--- config.mk ---
export PLATFORM = sky130hd
export DESIGN_NAME = spi_slave
export DESIGN_NICKNAME = d
export VERILOG_FILES = /design/src/rtl/spi_slave.sv
export SDC_FILE = /design/constraint.sdc
export NUM_CORES = 1
export LEC_CHECK = 0
export ABC_AREA = 1
export CAP_MARGIN = 20
export CORE_ASPECT_RATIO = 1.1
export CORE_UTILIZATION = 35
export CTS_CLUSTER_SIZE = 20
export DETAILED_ROUTE_END_ITERATION = 6
export GPL_TIMING_DRIVEN = 0
export PLACE_DENSITY = 0.6
export RECOVER_POWER = 50
export REMOVE_ABC_BUFFERS = 1
export SLEW_MARGIN = 20
export SYNTH_ARGS = -nofsm -noshare
export SYNTH_HDL_FRONTEND = slang
export SYNTH_SLANG_ARGS = --single-unit
export TNS_END_PERCENT = 30
--- constraint.sdc ---
create_clock -name clk_in -period 5.75 [get_ports clk_in]
set_input_delay 1.15 -clock clk_in [delete_from_list [all_inputs] [get_ports clk_in]]
set_output_delay 1.15 -clock clk_in [all_outputs]
set_load 0.02 [all_outputs]
--- src/rtl/spi_slave.sv ---
// SPI mode-3 target: oversamples CSN/SCK/MOSI in the clk_in domain and converts
// 1..32-bit MSB-first frames to/from right-aligned parallel words.
module spi_slave (
  input  logic        clk_in,
  input  logic        nrst,
  input  logic        spi_csn,
  input  logic        spi_sck,
  input  logic        spi_mosi,
  output logic        spi_miso,
  input  logic [31:0] tx_data,
  input  logic [5:0]  tx_nbits,
  input  logic        tx_load,
  output logic [31:0] rx_data,
  output logic [5:0]  rx_nbits,
  output logic        rx_overrun,
  output logic        rx_valid,
  output logic        busy
);

  localparam logic [1:0] ST_IDLE   = 2'd0;
  localparam logic [1:0] ST_ACTIVE = 2'd1;
  localparam logic [1:0] ST_DONE   = 2'd2;

  logic        csn_s1_q, csn_s2_q, csn_d_q;
  logic        sck_s1_q, sck_s2_q, sck_d_q;
  logic        mosi_s1_q, mosi_s2_q;

  logic [1:0]  state_q, state_d;
  logic [31:0] tx_reg_q, tx_reg_d;
  logic [5:0]  tx_nb_q, tx_nb_d;
  logic [4:0]  tx_idx_q, tx_idx_d;
  logic        tx_end_q, tx_end_d;
  logic [31:0] rx_shift_q, rx_shift_d;
  logic [5:0]  bit_cnt_q, bit_cnt_d;
  logic        ovf_q, ovf_d;
  logic        miso_q, miso_d;
  logic [31:0] rx_data_q, rx_data_d;
  logic [5:0]  rx_nbits_q, rx_nbits_d;
  logic        rx_ovr_q, rx_ovr_d;
  logic        rx_valid_q, rx_valid_d;

  logic csn_fall, csn_rise, sck_fall, sck_rise;

  always_ff @(posedge clk_in or negedge nrst) begin
    if (!nrst) begin
      csn_s1_q  <= 1'b1;
      csn_s2_q  <= 1'b1;
      csn_d_q   <= 1'b1;
      sck_s1_q  <= 1'b1;
      sck_s2_q  <= 1'b1;
      sck_d_q   <= 1'b1;
      mosi_s1_q <= 1'b1;
      mosi_s2_q <= 1'b1;
    end else begin
      csn_s1_q  <= spi_csn;
      csn_s2_q  <= csn_s1_q;
      csn_d_q   <= csn_s2_q;
      sck_s1_q  <= spi_sck;
      sck_s2_q  <= sck_s1_q;
      sck_d_q   <= sck_s2_q;
      mosi_s1_q <= spi_mosi;
      mosi_s2_q <= mosi_s1_q;
    end
  end

  assign csn_fall = csn_d_q & ~csn_s2_q;
  assign csn_rise = ~csn_d_q & csn_s2_q;
  assign sck_fall = sck_d_q & ~sck_s2_q;
  assign sck_rise = ~sck_d_q & sck_s2_q;

  always_comb begin
    state_d    = state_q;
    tx_reg_d   = tx_reg_q;
    tx_nb_d    = tx_nb_q;
    tx_idx_d   = tx_idx_q;
    tx_end_d   = tx_end_q;
    rx_shift_d = rx_shift_q;
    bit_cnt_d  = bit_cnt_q;
    ovf_d      = ovf_q;
    miso_d     = miso_q;
    rx_data_d  = rx_data_q;
    rx_nbits_d = rx_nbits_q;
    rx_ovr_d   = rx_ovr_q;
    rx_valid_d = 1'b0;

    case (state_q)
      ST_IDLE: begin
        if (csn_fall) begin
          state_d    = ST_ACTIVE;
          tx_idx_d   = tx_nb_q[5] ? 5'd31 : tx_nb_q[4:0];
          tx_end_d   = 1'b0;
          rx_shift_d = '0;
          bit_cnt_d  = '0;
          ovf_d      = 1'b0;
          miso_d     = 1'b1;
        end
      end
      ST_ACTIVE: begin
        if (sck_fall) begin
          if (tx_end_q) begin
            miso_d = 1'b0;
          end else begin
            miso_d = tx_reg_q[tx_idx_q];
            if (tx_idx_q == 5'd0) tx_end_d = 1'b1;
            else                  tx_idx_d = tx_idx_q - 5'd1;
          end
        end
        if (sck_rise) begin
          rx_shift_d = {rx_shift_q[30:0], mosi_s2_q};
          if (bit_cnt_q != 6'd63) bit_cnt_d = bit_cnt_q + 6'd1;
          if (bit_cnt_q >= 6'd32) ovf_d = 1'b1;
        end
        // A same-cycle SCK rise is shifted above before the frame closes.
        if (csn_rise) state_d = ST_DONE;
      end
      ST_DONE: begin
        state_d = ST_IDLE;
        miso_d  = 1'b1;
        if (bit_cnt_q != 6'd0) begin
          rx_data_d  = rx_shift_q;
          rx_nbits_d = (bit_cnt_q > 6'd32) ? 6'd31 : bit_cnt_q - 6'd1;
          rx_ovr_d   = ovf_q;
          rx_valid_d = 1'b1;
        end
      end
      default: state_d = ST_IDLE;
    endcase

    if (tx_load && csn_s2_q && (state_q != ST_ACTIVE)) begin
      tx_reg_d = tx_data;
      tx_nb_d  = tx_nbits;
    end
  end

  always_ff @(posedge clk_in or negedge nrst) begin
    if (!nrst) begin
      state_q    <= ST_IDLE;
      tx_reg_q   <= '0;
      tx_nb_q    <= '0;
      tx_idx_q   <= '0;
      tx_end_q   <= 1'b0;
      rx_shift_q <= '0;
      bit_cnt_q  <= '0;
      ovf_q      <= 1'b0;
      miso_q     <= 1'b1;
      rx_data_q  <= '0;
      rx_nbits_q <= '0;
      rx_ovr_q   <= 1'b0;
      rx_valid_q <= 1'b0;
    end else begin
      state_q    <= state_d;
      tx_reg_q   <= tx_reg_d;
      tx_nb_q    <= tx_nb_d;
      tx_idx_q   <= tx_idx_d;
      tx_end_q   <= tx_end_d;
      rx_shift_q <= rx_shift_d;
      bit_cnt_q  <= bit_cnt_d;
      ovf_q      <= ovf_d;
      miso_q     <= miso_d;
      rx_data_q  <= rx_data_d;
      rx_nbits_q <= rx_nbits_d;
      rx_ovr_q   <= rx_ovr_d;
      rx_valid_q <= rx_valid_d;
    end
  end

  assign spi_miso   = miso_q;
  assign rx_data    = rx_data_q;
  assign rx_nbits   = rx_nbits_q;
  assign rx_overrun = rx_ovr_q;
  assign rx_valid   = rx_valid_q;
  assign busy       = ~csn_s2_q;

endmodule
Yosys cells after proc, flatten, opt, wreduce, memory -nomap -nowiden
Index checks and enable logic that the tools add are counted.

Div/mod/pow operators: 0. $add $sub $neg: 3. Shifts and indexed selects: 0. $lt $le $gt $ge: 3. Bitwise logic cells: 8. Muxes and demuxes: 33. Reductions and logical operators: 15. Equal/unequal tests: 12. $mul: 0.

Operators by type and width (number): 2-to-1 mux 32 bit (2); one-hot mux 32 bit (2 select lines) (1); 2-to-1 mux 5 bit (5); 2-to-1 mux 6 bit (4); != test 2 bit, second input constant (8); 2-to-1 mux 1 bit (12); one-hot mux 6 bit (2 select lines) (1); one-hot mux 5 bit (2 select lines) (1); AND reduction 3 bit (3); AND reduction 4 bit (2); adder 6 x 1 -> 6 bit, second input constant (1); greater-or-equal comparator 6 bit, second input constant (1); > comparator 6 bit, second input constant (1); < comparator 5 x 6 -> 1 bit, second input constant (1); != test 6 bit, second input constant (1); nonzero test 6 bit (1); subtractor 6 x 1 -> 6 bit, second input constant (1); binary-select mux 1 bit (select 5 bit) (1); zero test 5 bit (1); AND reduction 5 bit (1); subtractor 5 x 1 -> 5 bit, second input constant (1); bitwise AND 1 bit (4); 2-to-1 mux 2 bit (2); NOT 1 bit (4); 11 further kinds (14).

Bits in read-only memories: 0. Memories: 0. Bits in latches: 0. Output and inout bits: 42. Word-level logic and storage cells: 95. Flip-flop bits (word level): 134. RAM bits: 0.

Logic depth before layout (Yosys ltp)
Gate-level depths: netlist (run 1).

Word-level depth: 5. Depth in mapped cells: 12. Depth with buffers taken out: 10.

Least setup slack after synthesis (run 1)
Ideal clock, no wire load.

Path type: input to register. Start: input port tx_load. End: register tx_nb_q[0]. Arrival time: 1784 ps. Stages: 3. Setup slack: 3841 ps. Setup time: 125 ps. Path through: nand3_2 > buf_4 > mux2_2.

Word-level cells in the longest chain between the ends: 2.

Ends and longest elaborated chain: from (decl) (RTL line 12) `input logic tx_load,`; logical AND 1 bit (2 in a row) (RTL line 129) `if (tx_load && csn_s2_q && (state_q != ST_ACTIVE)) begin`; to (signal assigned) (RTL line 153) `tx_nb_q <= tx_nb_d;`; to (decl) (RTL line 30) `logic [5:0] tx_nb_q, tx_nb_d;`.

No other way between the ends. A chain may end at the register's enable or synchronous reset.

Final worst setup path (run 1)
Start: register bit_cnt_q[0]. End: register rx_data_q[20], in the netlist rx_data[20].

Word-level cells in the longest chain between the ends: 2.

Ends and longest elaborated chain: from (decl) (RTL line 34) `logic [5:0] bit_cnt_q, bit_cnt_d;`; from (signal assigned) (RTL line 157) `bit_cnt_q <= bit_cnt_d;`; nonzero test 6 bit (RTL line 119) `if (bit_cnt_q != 6'd0) begin`; AND reduction 2 bit (no source line); to (signal assigned) (RTL line 160) `rx_data_q <= rx_data_d;`; to (decl) (RTL line 37) `logic [31:0] rx_data_q, rx_data_d;`.

No other way between the ends.

==> impl_results.md, run 1 <==
* Status: complete, but fails checks
* Violated checks: capacitance limit, slew limit
* Final setup fails at 0
* Overflow left after global routing at 0
* FP Rows at 48
* Final worst setup slack at 2610 ps
* Number of H-tree levels at 4
* Wire length of the first global-routing pass at 20400 µm
* Maximum clock skew at final layout at 15.4 ps
* Setup Slack @ Placement at 2840 ps
* Fraction of the yosys area taken by sequential cells at 0.594
* Total Routing Usage GR at 0.159
* Routed length per placed instance at 13.2 µm
* Yosys synthesis warning count at 0
* Clock network fraction of design power at 0.387
* Proportion of layout cells with a drive suffix above 1 at 0.0976
* Critical Path End Type: register
* Number of antenna violations at the first check in global routing at 2
* Detailed-route vias per instance at 4.69
* Number of buffers and inverters on the critical path at 2
* Largest family of logic cells by synthesized area: simple AND/OR/NAND/NOR gates
* Post-synthesis share of cell area spent on and, or, nand and nor gates at 0.166
* Worst path top cell family by delay: buffers and inverters
* Largest stage delay on the critical path at 1330 ps
* Number of nets with antenna violations after routing at 0
* Mux cell area share after synthesis at 0.0258
* TNS Setup at 0 ps
* Sum of routed wire length over all layers at 11800 µm
* Share of the synthesized area in compound gates (AO/OA/AOI/OAI) at 0.118
* Number of setup buffers added after CTS at 0
* Maximum buffer depth of the clock tree at 2
* Proportion of total power due to net switching at 0.296
* Total cell area at the placement stage at 0.00673 mm²
* Num CTS Buffers at 17
* Post-layout utilization of the core at 0.466
* Highest clock rate at 0.319 GHz
* Comb pwr share at 0.215
* Pin count of the biggest net entering global routing at 91
* Clock root buffer master: clkbuf_16
* Initial standard-cell utilization of the core at 0.360
* Path depth of the worst reg2reg path at 6
* Worst hold start: mosi_s1_q
* Dpl hpwl at 7880 µm
* Portion of the clock cycle consumed by the worst path in the final layout at 0.546
* CP Cell Sequence: inv_1 > ha_1 > nand4_1 > nand2_1 > clkbuf_1 > o21ai_0
* Hold buffer count at CTS at 0
* CTS tree: built
* Area grow syn2layout at 29.2%
* Hold crit path type: register to register
* Final hold violations at 0
* Terminus of the critical flop-to-flop path: rx_data[20]
* Critical Path Slowest Stage Cell: clkbuf_1
* Y dimension of the die at 135 µm
* Synthesized area per cell at 9.35 µm²
* Number of nets in the layout at 732
* Required time of the worst setup path at 5960 ps
* Maxcap violations at 2
* Critical path launch point type: register
* Remaining DRCs at 0
* Minimum clock period after layout at 3140 ps
* Maximum net fanout on the critical path at 48
* Slew at the pin closest to its max-slew limit at 2470 ps
* Flip-flop and latch count after synthesis at 134
* Register share of total power at 0.398
* Floorplan Core Area at 0.0157 mm²
* Count of routing violations after the opening detailed-route iteration at 218
* Crit path arrival time at 3350 ps
* Antenna Diode Count at 0
* R2r setup slk at 2610 ps
* Die width at 123 µm
* Clock-pin slew on the worst setup and hold paths at 50 ps
* WHS Endpoint: mosi_s2_q
* Combined area of all synthesized cells at 0.00567 mm²
* 1st-pass router iterations at 4
* # IOs at 86
* Power per unit of standard cell area at 402 mW/mm²
* Cell Int Power at 2080 µW
* Cell variety after synth at 33
* Leakage power of the design at 0.00326 µW
* Fin. max-slew vios at 94
* Vias after detailed routing at 4204
* Min-Delay Path Depth at 0
* Worst IR Drop VDD at 175 µV
* Start of the worst register-to-register path: bit_cnt_q[0]
* Max transition margin at -0.650
* Die ar. at 0.0167 mm²
* Quantity of gates resized following cts at 0
* Number of sinks handled by clock tree synthesis at 134
* Quantity of I/O buffers inserted on ports at 85
* Gate Count Post-Synth at 606
* Category of the critical setup timing path: register to register
* Final Instance Area at 0.00733 mm²
* Unrepaired setup endpoints after global routing: false
* Clock latency of the later-clocked register in the worst-skew pair at 410 ps
* Gp weighted congestion at 0.752
* Arithmetic-cell share of the synthesized area counting full adders, half adders and majority gates at 0.00883
* Xor-xnor portion of the synthesized cell area at 0.00464
* Vias in the first global route at 4263
* Switching power total at 871 µW
==> metal layers <==
| metal | share of wire | vias up | track usage |
|---|---|---|---|
| met3 | 0.061 | 6 | 0.0614 |
| met4 | 0.0039 | 4 | 0.0515 |
| li1 | - | 2127 | - |
| met2 | 0.49 | 83 | 0.254 |
| met5 | 0.0024 | - | 0 |
| met1 | 0.44 | 1984 | 0.195 |
==> cell usage in the layout (no fill, tap or decap), types with 2 or more instances in the layout <==
cell type and n:
dfrtp_1 125, o21ai_0 83, clkdlybuf4s50_1 81, nand2_1 79, inv_1 78, nand3_1 68
nor2_1 49, a21oi_1 37, clkbuf_16 17, mux2_2 13, dfstp_2 7, nor3_1 4
or2_2 4, ha_1 4, clkinvlp_4 4, clkbuf_1 4, bufinv_16 4, inv_2 3
dlygate4sd3_1 3, buf_16 3, nand4_1 2, xor2_1 2, a31oi_1 2, o211ai_1 2
clkinv_2 2, dfstp_1 2
==> synth_stat cells <==
cell | number | share of area
dfrtp_1 | 125 | 0.55
o21ai_0 | 83 | 0.073
nand2_1 | 79 | 0.052
inv_1 | 78 | 0.052
nand3_1 | 68 | 0.060
nor2_1 | 49 | 0.032
a21oi_1 | 37 | 0.033
buf_2 | 14 | 0.012
mux2_2 | 13 | 0.026
clkbuf_1 | 9 | 0.0060
dfstp_2 | 9 | 0.042
ha_1 | 4 | 0.0088
nor3_1 | 4 | 0.0035
or2_2 | 4 | 0.0044
buf_4 | 3 | 0.0040
buf_6 | 3 | 0.0060
inv_2 | 3 | 0.0020
a31oi_1 | 2 | 0.0022
buf_1 | 2 | 0.0013
nand4_1 | 2 | 0.0022
o211ai_1 | 2 | 0.0026
xor2_1 | 2 | 0.0031
a21oi_4 | 1 | 0.0029
a22o_1 | 1 | 0.0015
a32o_1 | 1 | 0.0018
nand2_2 | 1 | 0.0011
nand3_2 | 1 | 0.0018
nand4_2 | 1 | 0.0022
nor2_4 | 1 | 0.0020
nor3_2 | 1 | 0.0018
nor3b_2 | 1 | 0.0022
o21ai_1 | 1 | 0.00088
xnor2_1 | 1 | 0.0015
==> worst max-delay path by stage <==
| stage | from | slack [ps] | end | cells past startpoint |
|---|---|---|---|---|
| after floorplan | tx_load | 3290 | tx_nb_q[0] | 2 |
| after global placement | nrst | -1680 | tx_reg_q[1] | 1 |
| after detailed placement | state_q[0] | 2840 | rx_shift_q[0] | 9 |
| after global routing | bit_cnt_q[0] | 2090 | rx_data[20] | 6 |
| after CTS | state_q[1] | 2810 | rx_shift_q[0] | 8 |
| final | bit_cnt_q[0] | 2610 | rx_data[20] | 6 |
==> worst register-to-register path, cell delays in order (launching register included) <==
cell	delay [ps]
dfrtp_1	410
inv_1	160
ha_1	200
nand4_1	100
nand2_1	460
clkbuf_1	1330
o21ai_0	260
==> registers in the layout (all words and copies together), names as in the netlist, 2 cells and up <==
signal,cells
bit_cnt_q,6
rx_data,32
rx_nbits,6
rx_shift_q,32
state_q,2
tx_idx_q,5
tx_nb_q,6
tx_reg_q,32
==> per-stage QoR <==
stage | hold WS [ps] | total power, µW | instances
5_1_grt | 364 | 3130 | 897
3_5_place_dp | 347 | 1840 | 865
2_1_floorplan | 345 | 1580 | 575
6_report | 355 | 2950 | 897
4_1_cts | 355 | 2990 | 897
3_3_place_gp | 346 | 1800 | 860
==> layout make-up <==
type                            instances  area [µm²]
Fill cell                            1474        8410
Sequential cell                       134        3360
Multi-Input combinational cell        360        1830
Timing Repair Buffer                   90         951
Clock buffer                           20         447
Inverter                               81         304
Tap cell                              200         250
Clock inverter                         12         178
==> cell families after synthesis <==
| kind of cell | Yosys count |
|---|---|
| xor gates and xnor gates | 3 |
| AOI/OAI and AO/OA | 128 |
| DFF | 134 |
| adders and majority gates | 4 |
| buffers and inverters | 112 |
| muxes | 13 |
| and+or+nand+nor | 212 |
==> power groups by stage <==
stage               clock network [µW]  registers (µW)  logic [µW]
finish                            1140            1170         635
global route                      1210            1190         726
CTS                               1170            1180         649
detailed placement                   0            1190         644
global placement                     0            1190         615
floorplan                            0            1190         382
No activity file was read; power rests on OpenSTA's default activity.
==> run 2: changes to the inputs <==
- clock period: 5.75 -> 2.9 ns (I/O delays scaled with it)
==> run 2 against run 1 <==
- the run still ends with capacitance limit, slew limit left
- critical endpoint is now rx_shift_q[12]
- global-route usage is 0.34 points higher
- final cell count is 0.11% higher
- wire length is 2.5% higher
- setup slack worse by 2300 ps
- die area stayed put
- critical path type unchanged
- sequential share of layout area is 0.13 points lower
- first-iteration DRC count is 11% lower
==> impl_results.md, run 2 (synthesized netlist as in run 1, its figures left out) <==
* Status: complete, but fails checks
* Violated checks: capacitance limit, slew limit
* Detailed-route vias per instance at 4.73 (+0.89%)
* Required time of the worst setup path at 3220 ps (-2740 ps)
* Comb pwr share at 0.217 (+0.002)
* Maxcap violations at 1 (-1)
* TNS Setup at 0 ps (unchanged)
* Power per unit of standard cell area at 797 mW/mm² (+98%)
* Max transition margin at -0.654 (-0.00426)
* Number of setup buffers added after CTS at 0 (unchanged)
* Worst hold slack at 355 ps (+0.0960 ps)
* Die width at 123 µm (unchanged)
* Highest clock rate at 0.384 GHz (+21%)
* Hold crit path type: register to register
* Quantity of I/O buffers inserted on ports at 85 (unchanged)
* Final worst setup slack at 298 ps (-2310 ps)
* Category of the critical setup timing path: register to register
* Slew at the pin closest to its max-slew limit at 2480 ps (+6.40 ps)
* Leakage power of the design at 0.00327 µW (+0.29%)
* Register share of total power at 0.397 (about the same)
* Maximum buffer depth of the clock tree at 2 (unchanged)
* Switching power total at 1740 µW (+100%)
* Maximum clock skew at final layout at 14.7 ps (-0.699 ps)
* Proportion of layout cells with a drive suffix above 1 at 0.102 (+0.00416)
* Gp weighted congestion at 0.752 (unchanged)
* # IOs at 86 (unchanged)
* Remaining DRCs at 0 (unchanged)
* Number of nets with antenna violations after routing at 0 (unchanged)
* Fin. max-slew vios at 45 (-52%)
* Most common cell after layout, fill and taps aside: dfrtp_1
* Clock root buffer master: clkbuf_16
* CTS tree: built
* Crit path arrival time at 2930 ps (-420 ps)
* Number of H-tree levels at 4 (unchanged)
* Final hold violations at 0 (unchanged)
* 1st-pass router iterations at 4 (unchanged)
* Proportion of total power due to net switching at 0.297 (+0.00104)
* Setup Slack @ Placement at -6.37 ps (-2850 ps)
* Minimum clock period after layout at 2600 ps (-536 ps)
* Antenna Diode Count at 0 (unchanged)
* Pin count of the biggest net entering global routing at 91 (unchanged)
* Y dimension of the die at 135 µm (unchanged)
* Clock network fraction of design power at 0.385 (-0.002)
* Hold buffer count at CTS at 0 (unchanged)
* Initial standard-cell utilization of the core at 0.360 (unchanged)
* Maximum net fanout on the critical path at 33 (-31%)
* Dpl hpwl at 7880 µm (unchanged)
* Num CTS Buffers at 17 (unchanged)
* Critical path launch point type: register
* Number of antenna violations at the first check in global routing at 2 (unchanged)
* FP Rows at 48 (unchanged)
* Total Routing Usage GR at 0.162 (+0.00343)
* Critical Path End Type: register
* Routed length per placed instance at 13.5 µm (+2.3%)
* Most frequent cells in the layout: dfrtp_1 (124), o21ai_0 (83), clkdlybuf4s50_1 (81), nand2_1 (79), inv_1 (78)
* Vias after detailed routing at 4246 (+1.0%)
* Clock-pin slew on the worst setup and hold paths at 60 ps (about the same)
* Final setup fails at 0 (unchanged)
* Count of routing violations after the opening detailed-route iteration at 195 (-11%)
* Cell Int Power at 4120 µW (+99%)
* Number of nets in the layout at 733 (+0.14%)
* Clock latency of the later-clocked register in the worst-skew pair at 410 ps (about the same)
* Sum of routed wire length over all layers at 12100 µm (+2.5%)
* Overflow left after global routing at 0 (unchanged)
* Unrepaired setup endpoints after global routing: false
* Wire length of the first global-routing pass at 20700 µm (+1.7%)
* Vias in the first global route at 4275 (+0.28%)
* Area grow syn2layout at 29.7%
* Number of sinks handled by clock tree synthesis at 134 (unchanged)
* Floorplan Core Area at 0.0157 mm² (unchanged)
* Die ar. at 0.0167 mm² (unchanged)
* Worst IR Drop VDD at 349 µV (+99%)
* Portion of the clock cycle consumed by the worst path in the final layout at 0.897 (+0.351)
-- run 2: cell types whose count changed in the layout (fill, tap and decap cells not counted), sizes merged --
cell,previous run,this run
nor2,50,51
buf,4,5
clkbuf,22,21
-- run 2: worst paths after layout --
check	cells after the start	start	end	slack (ps)
min in group asynchronous	1	nrst	rx_shift_q[14]	930
max	9	state_q[0]	rx_shift_q[12]	300
min reg2reg	0	mosi_s1_q	mosi_s2_q	360
min	0	mosi_s1_q	mosi_s2_q	360
max reg2reg	9	state_q[0]	rx_shift_q[12]	300
max in group asynchronous	1	nrst	rx_nbits[4]	560
-- run 2: through the flow --
stage | util | std cells | area [µm²] | total power (µW)
floorplan | - | 575 | 5500 | 3130
global placement | 0.420 | 860 | 6600 | 3570
detailed placement | 0.428 | 865 | 6730 | 3640
CTS | 0.468 | 898 | 7360 | 5940
global route | 0.467 | 898 | 7350 | 6220
finish | 0.467 | 898 | 7350 | 5860
-- run 2: worst max-delay path, cell delays in order, from the launching register on --
cell,delay (ps)
dfrtp_1,380
inv_2,90
nor2_4,550
inv_2,250
nand2_2,150
inv_2,60
a21oi_4,590
buf_16,240
nand3_1,70
o21ai_0,120
-- run 2: power groups by stage --
| stage | clock [µW] | combinational [µW] | sequential, µW |
|---|---|---|---|
| floorplan | 0 | 756 | 2370 |
| global placement | 0 | 1220 | 2350 |
| detailed placement | 0 | 1280 | 2360 |
| CTS | 2310 | 1300 | 2330 |
| global route | 2400 | 1450 | 2360 |
| finish | 2260 | 1270 | 2330 |
-- run 2: routing by layer --
metal	track usage	part of all wire
met1	0.206	0.45
met2	0.254	0.48
met3	0.0614	0.062
met4	0.0502	0.0038
met5	0	0.0023
-- run 2: final cells by class --
cell class / instances / area, µm²
flip-flops and latches: 134 / 3370
well taps: 200 / 250
repair buffers: 90 / 967
clock buffers: 20 / 447
fillers: 1471 / 8390
multi-input cells: 361 / 1840
inverters: 81 / 304
clock inverters: 12 / 178
-- run 2: what timing repair did --
| action | 4_1_cts | 5_1_grt |
|---|---|---|
| gates cloned | 1 | 0 |
| endpoints found under the setup margin | 16 | 4 |
| pin swaps | 1 | 0 |
| endpoints found under the hold margin | 0 | 0 |
| gates resized for setup | 0 | 1 |
==> run 3: changes to the inputs <==
- CORE_UTILIZATION: 35 -> 46
- PLACE_DENSITY: 0.6 -> 0.74
- RECOVER_POWER: 50 -> default
==> run 3 against run 2 <==
- the run now ends clean
- flip-flop and latch count is the same
- first-iteration DRC count grew 14%
- via count grew 1.5%
- register-to-register slack gained 90 ps
- global-route usage grew 4.0 points
- clock-buffer cell count grew 1
- wire length shrank 2.1%
- critical endpoint is now rx_shift_q[13]
==> impl_results.md, run 3 (synthesized netlist as in run 1, its figures left out) <==
* Leakage power of the design at 0.00327 µW (about the same)
* Required time of the worst setup path at 3220 ps (about the same)
* Post-route non-filler standard cell count at 851 (-5.2%)
* Critical Path End Type: register
* Final Instance Area at 0.00730 mm² (-0.72%)
* Hold buffer count at CTS at 0 (unchanged)
* Maximum net fanout on the critical path at 37 (+12%)
* Worst IR Drop VDD at 410 µV (+18%)
* Area grow syn2layout at 28.7%
* Quantity of I/O buffers inserted on ports at 85 (unchanged)
* Number of antenna violations at the first check in global routing at 0 (-2)
* Setup crit start: state_q[0]
* Routed length per placed instance at 13.9 µm (+3.3%)
* Maximum buffer depth of the clock tree at 2 (unchanged)
* Post-layout utilization of the core at 0.606 (+0.139)
* Most frequent cells in the layout: dfrtp_1 (124), clkdlybuf4s50_1 (84), o21ai_0 (83), inv_1 (78), nand2_1 (78)
* Clock latency of the later-clocked register in the worst-skew pair at 410 ps (about the same)
* Die width at 108 µm (-13%)
* Total cell area at the placement stage at 0.00665 mm² (-1.3%)
* # IOs at 86 (unchanged)
* Fin. max-slew vios at 0 (-100%)
* Number of buffers and inverters on the critical path at 4 (unchanged)
* Critical Path Slowest Stage Cell: a21oi_4
* Detailed-route vias per instance at 5.06 (+7.1%)
* Number of placed instances with taps included at 818 (-5.4%)
* R2r setup slk at 390 ps (+90 ps)
* Number of setup buffers added after CTS at 0 (unchanged)
* Portion of the clock cycle consumed by the worst path in the final layout at 0.865 (-0.0319)
* Largest stage delay on the critical path at 540 ps (-50 ps)
* Start of the worst register-to-register path: state_q[0]
* 1st-pass router iterations at 6 (+2)
* Remaining DRCs at 0 (unchanged)
* CP Cell Sequence: inv_2 > nor2_4 > inv_2 > nand2_2 > inv_2 > a21oi_4 > buf_16 > nand3_1 > o21ai_0
* Num CTS Buffers at 17 (unchanged)
* Final setup fails at 0 (unchanged)
* Final hold violations at 0 (unchanged)
* Antenna Diode Count at 0 (unchanged)
* Unrepaired setup endpoints after global routing: false
* Maximum clock skew at final layout at 9.68 ps (-5.03 ps)
* Clock root buffer master: clkbuf_16
* Slew at the pin closest to its max-slew limit at 979 ps (-1500 ps)
* Highest clock rate at 0.398 GHz (+3.7%)
* Worst path top cell family by delay: simple AND/OR/NAND/NOR gates
* Path depth of the worst reg2reg path at 9 (unchanged)
* Proportion of layout cells with a drive suffix above 1 at 0.108 (+0.00588)
* Y dimension of the die at 118 µm (-13%)
* Dpl hpwl at 7710 µm (-2.2%)
* Met2 Track Usage GR at 0.327 (+0.0727)
* Number of fill cells at 994 (-32%)
* Number of sinks handled by clock tree synthesis at 134 (unchanged)
* Wire length of the first global-routing pass at 20100 µm (-3.3%)
* Top Usage Layer GRT: met2
* Vias in the first global route at 4392 (+2.7%)
* Critical path launch point type: register
* Floorplan Core Area at 0.0120 mm² (-24%)
* Most common cell after layout, fill and taps aside: dfrtp_1
* Status: finished clean
* TNS Setup at 0 ps (unchanged)
* Sum of routed wire length over all layers at 11900 µm (-2.1%)
* Crit path arrival time at 2830 ps (-100 ps)
* Pin count of the biggest net entering global routing at 88 (-3.3%)
* Vias after detailed routing at 4310 (+1.5%)
* Number of H-tree levels at 4 (unchanged)
* Category of the critical setup timing path: register to register
* Overall power after layout at 5880 µW (+0.42%)
* Clock-pin slew on the worst setup and hold paths at 60 ps (about the same)
* CTS tree: built
* Maxcap violations at 0 (-1)
* Total Routing Usage GR at 0.202 (+0.0396)
* Number of nets in the layout at 732 (-0.14%)
* Met3 usage at 0.0706 (+0.00915)
* Critical path's most frequent cell: inv_2
* Terminus of the critical flop-to-flop path: rx_shift_q[13]
* Number of nets with antenna violations after routing at 0 (unchanged)
* Die ar. at 0.0128 mm² (-24%)
* Gp weighted congestion at 0.780 (+3.8%)
* FP Rows at 42 (-13%)
* Hold crit path type: primary input to asynchronous set/reset pin
* Power per unit of standard cell area at 806 mW/mm² (+1.1%)
* Count of routing violations after the opening detailed-route iteration at 223 (+14%)
* Overflow left after global routing at 0 (unchanged)
* Quantity of gates resized following cts at 0 (unchanged)
* Max transition margin at 0.347 (+1.00)
* Minimum clock period after layout at 2510 ps (-92.6 ps)
* Initial standard-cell utilization of the core at 0.471 (+0.111)
* Met1 track demand over resource at 0.247 (+0.0412)
-- run 3: cell count changes in the layout (fill, tap and decap cells not counted), sizes merged --
| cell | change |
|---|---|
| dlygate4sd3 | -3 |
| clkdlybuf4s50 | +3 |
| inv | -1 |
-- run 3: routing by layer --
layer	part of all wire	wire, µm	vias up
li1	-	-	2128
met1	0.44	5170	2088
met2	0.50	5920	82
met3	0.055	654	12
met4	0.0092	109	0
met5	0	0	-
-- run 3: worst max path at each step --
stage / cells past startpoint / slack (ps) / endpoint
detailed placement: 8 / 30 / rx_shift_q[18]
global placement: 1 / -3780 / tx_reg_q[3]
global route: 9 / 120 / rx_shift_q[18]
finish: 9 / 390 / rx_shift_q[13]
CTS: 8 / 20 / rx_shift_q[18]
floorplan: 6 / 520 / rx_nbits[5]
-- run 3: final cells by class --
class / count / area (µm²) / share of cell area
Clock buffer: 21 / 470 / 0.0645
Clock inverter: 11 / 173 / 0.0237
Inverter: 81 / 304 / 0.0417
Multi-Input combinational cell: 361 / 1840 / 0.252
Sequential cell: 134 / 3370 / 0.461
Tap cell: 154 / 193 / 0.0264
Timing Repair Buffer: 89 / 951 / 0.130
-- run 3: through the flow --
step	worst slack, ps	hold WS (ps)
final	390	59.0
after detailed placement	31.9	351
after global placement	-3780	346
after CTS	20.3	59.8
after global routing	118	75.4
after floorplan	516	284
-- run 3: where the power goes --
group / leakage (µW) / internal (µW) / total (µW) / switching [µW]
Clock: 0.000302 / 1510 / 2280 / 770
Sequential: 0.00171 / 2130 / 2330 / 200
Combinational: 0.00126 / 525 / 1270 / 748
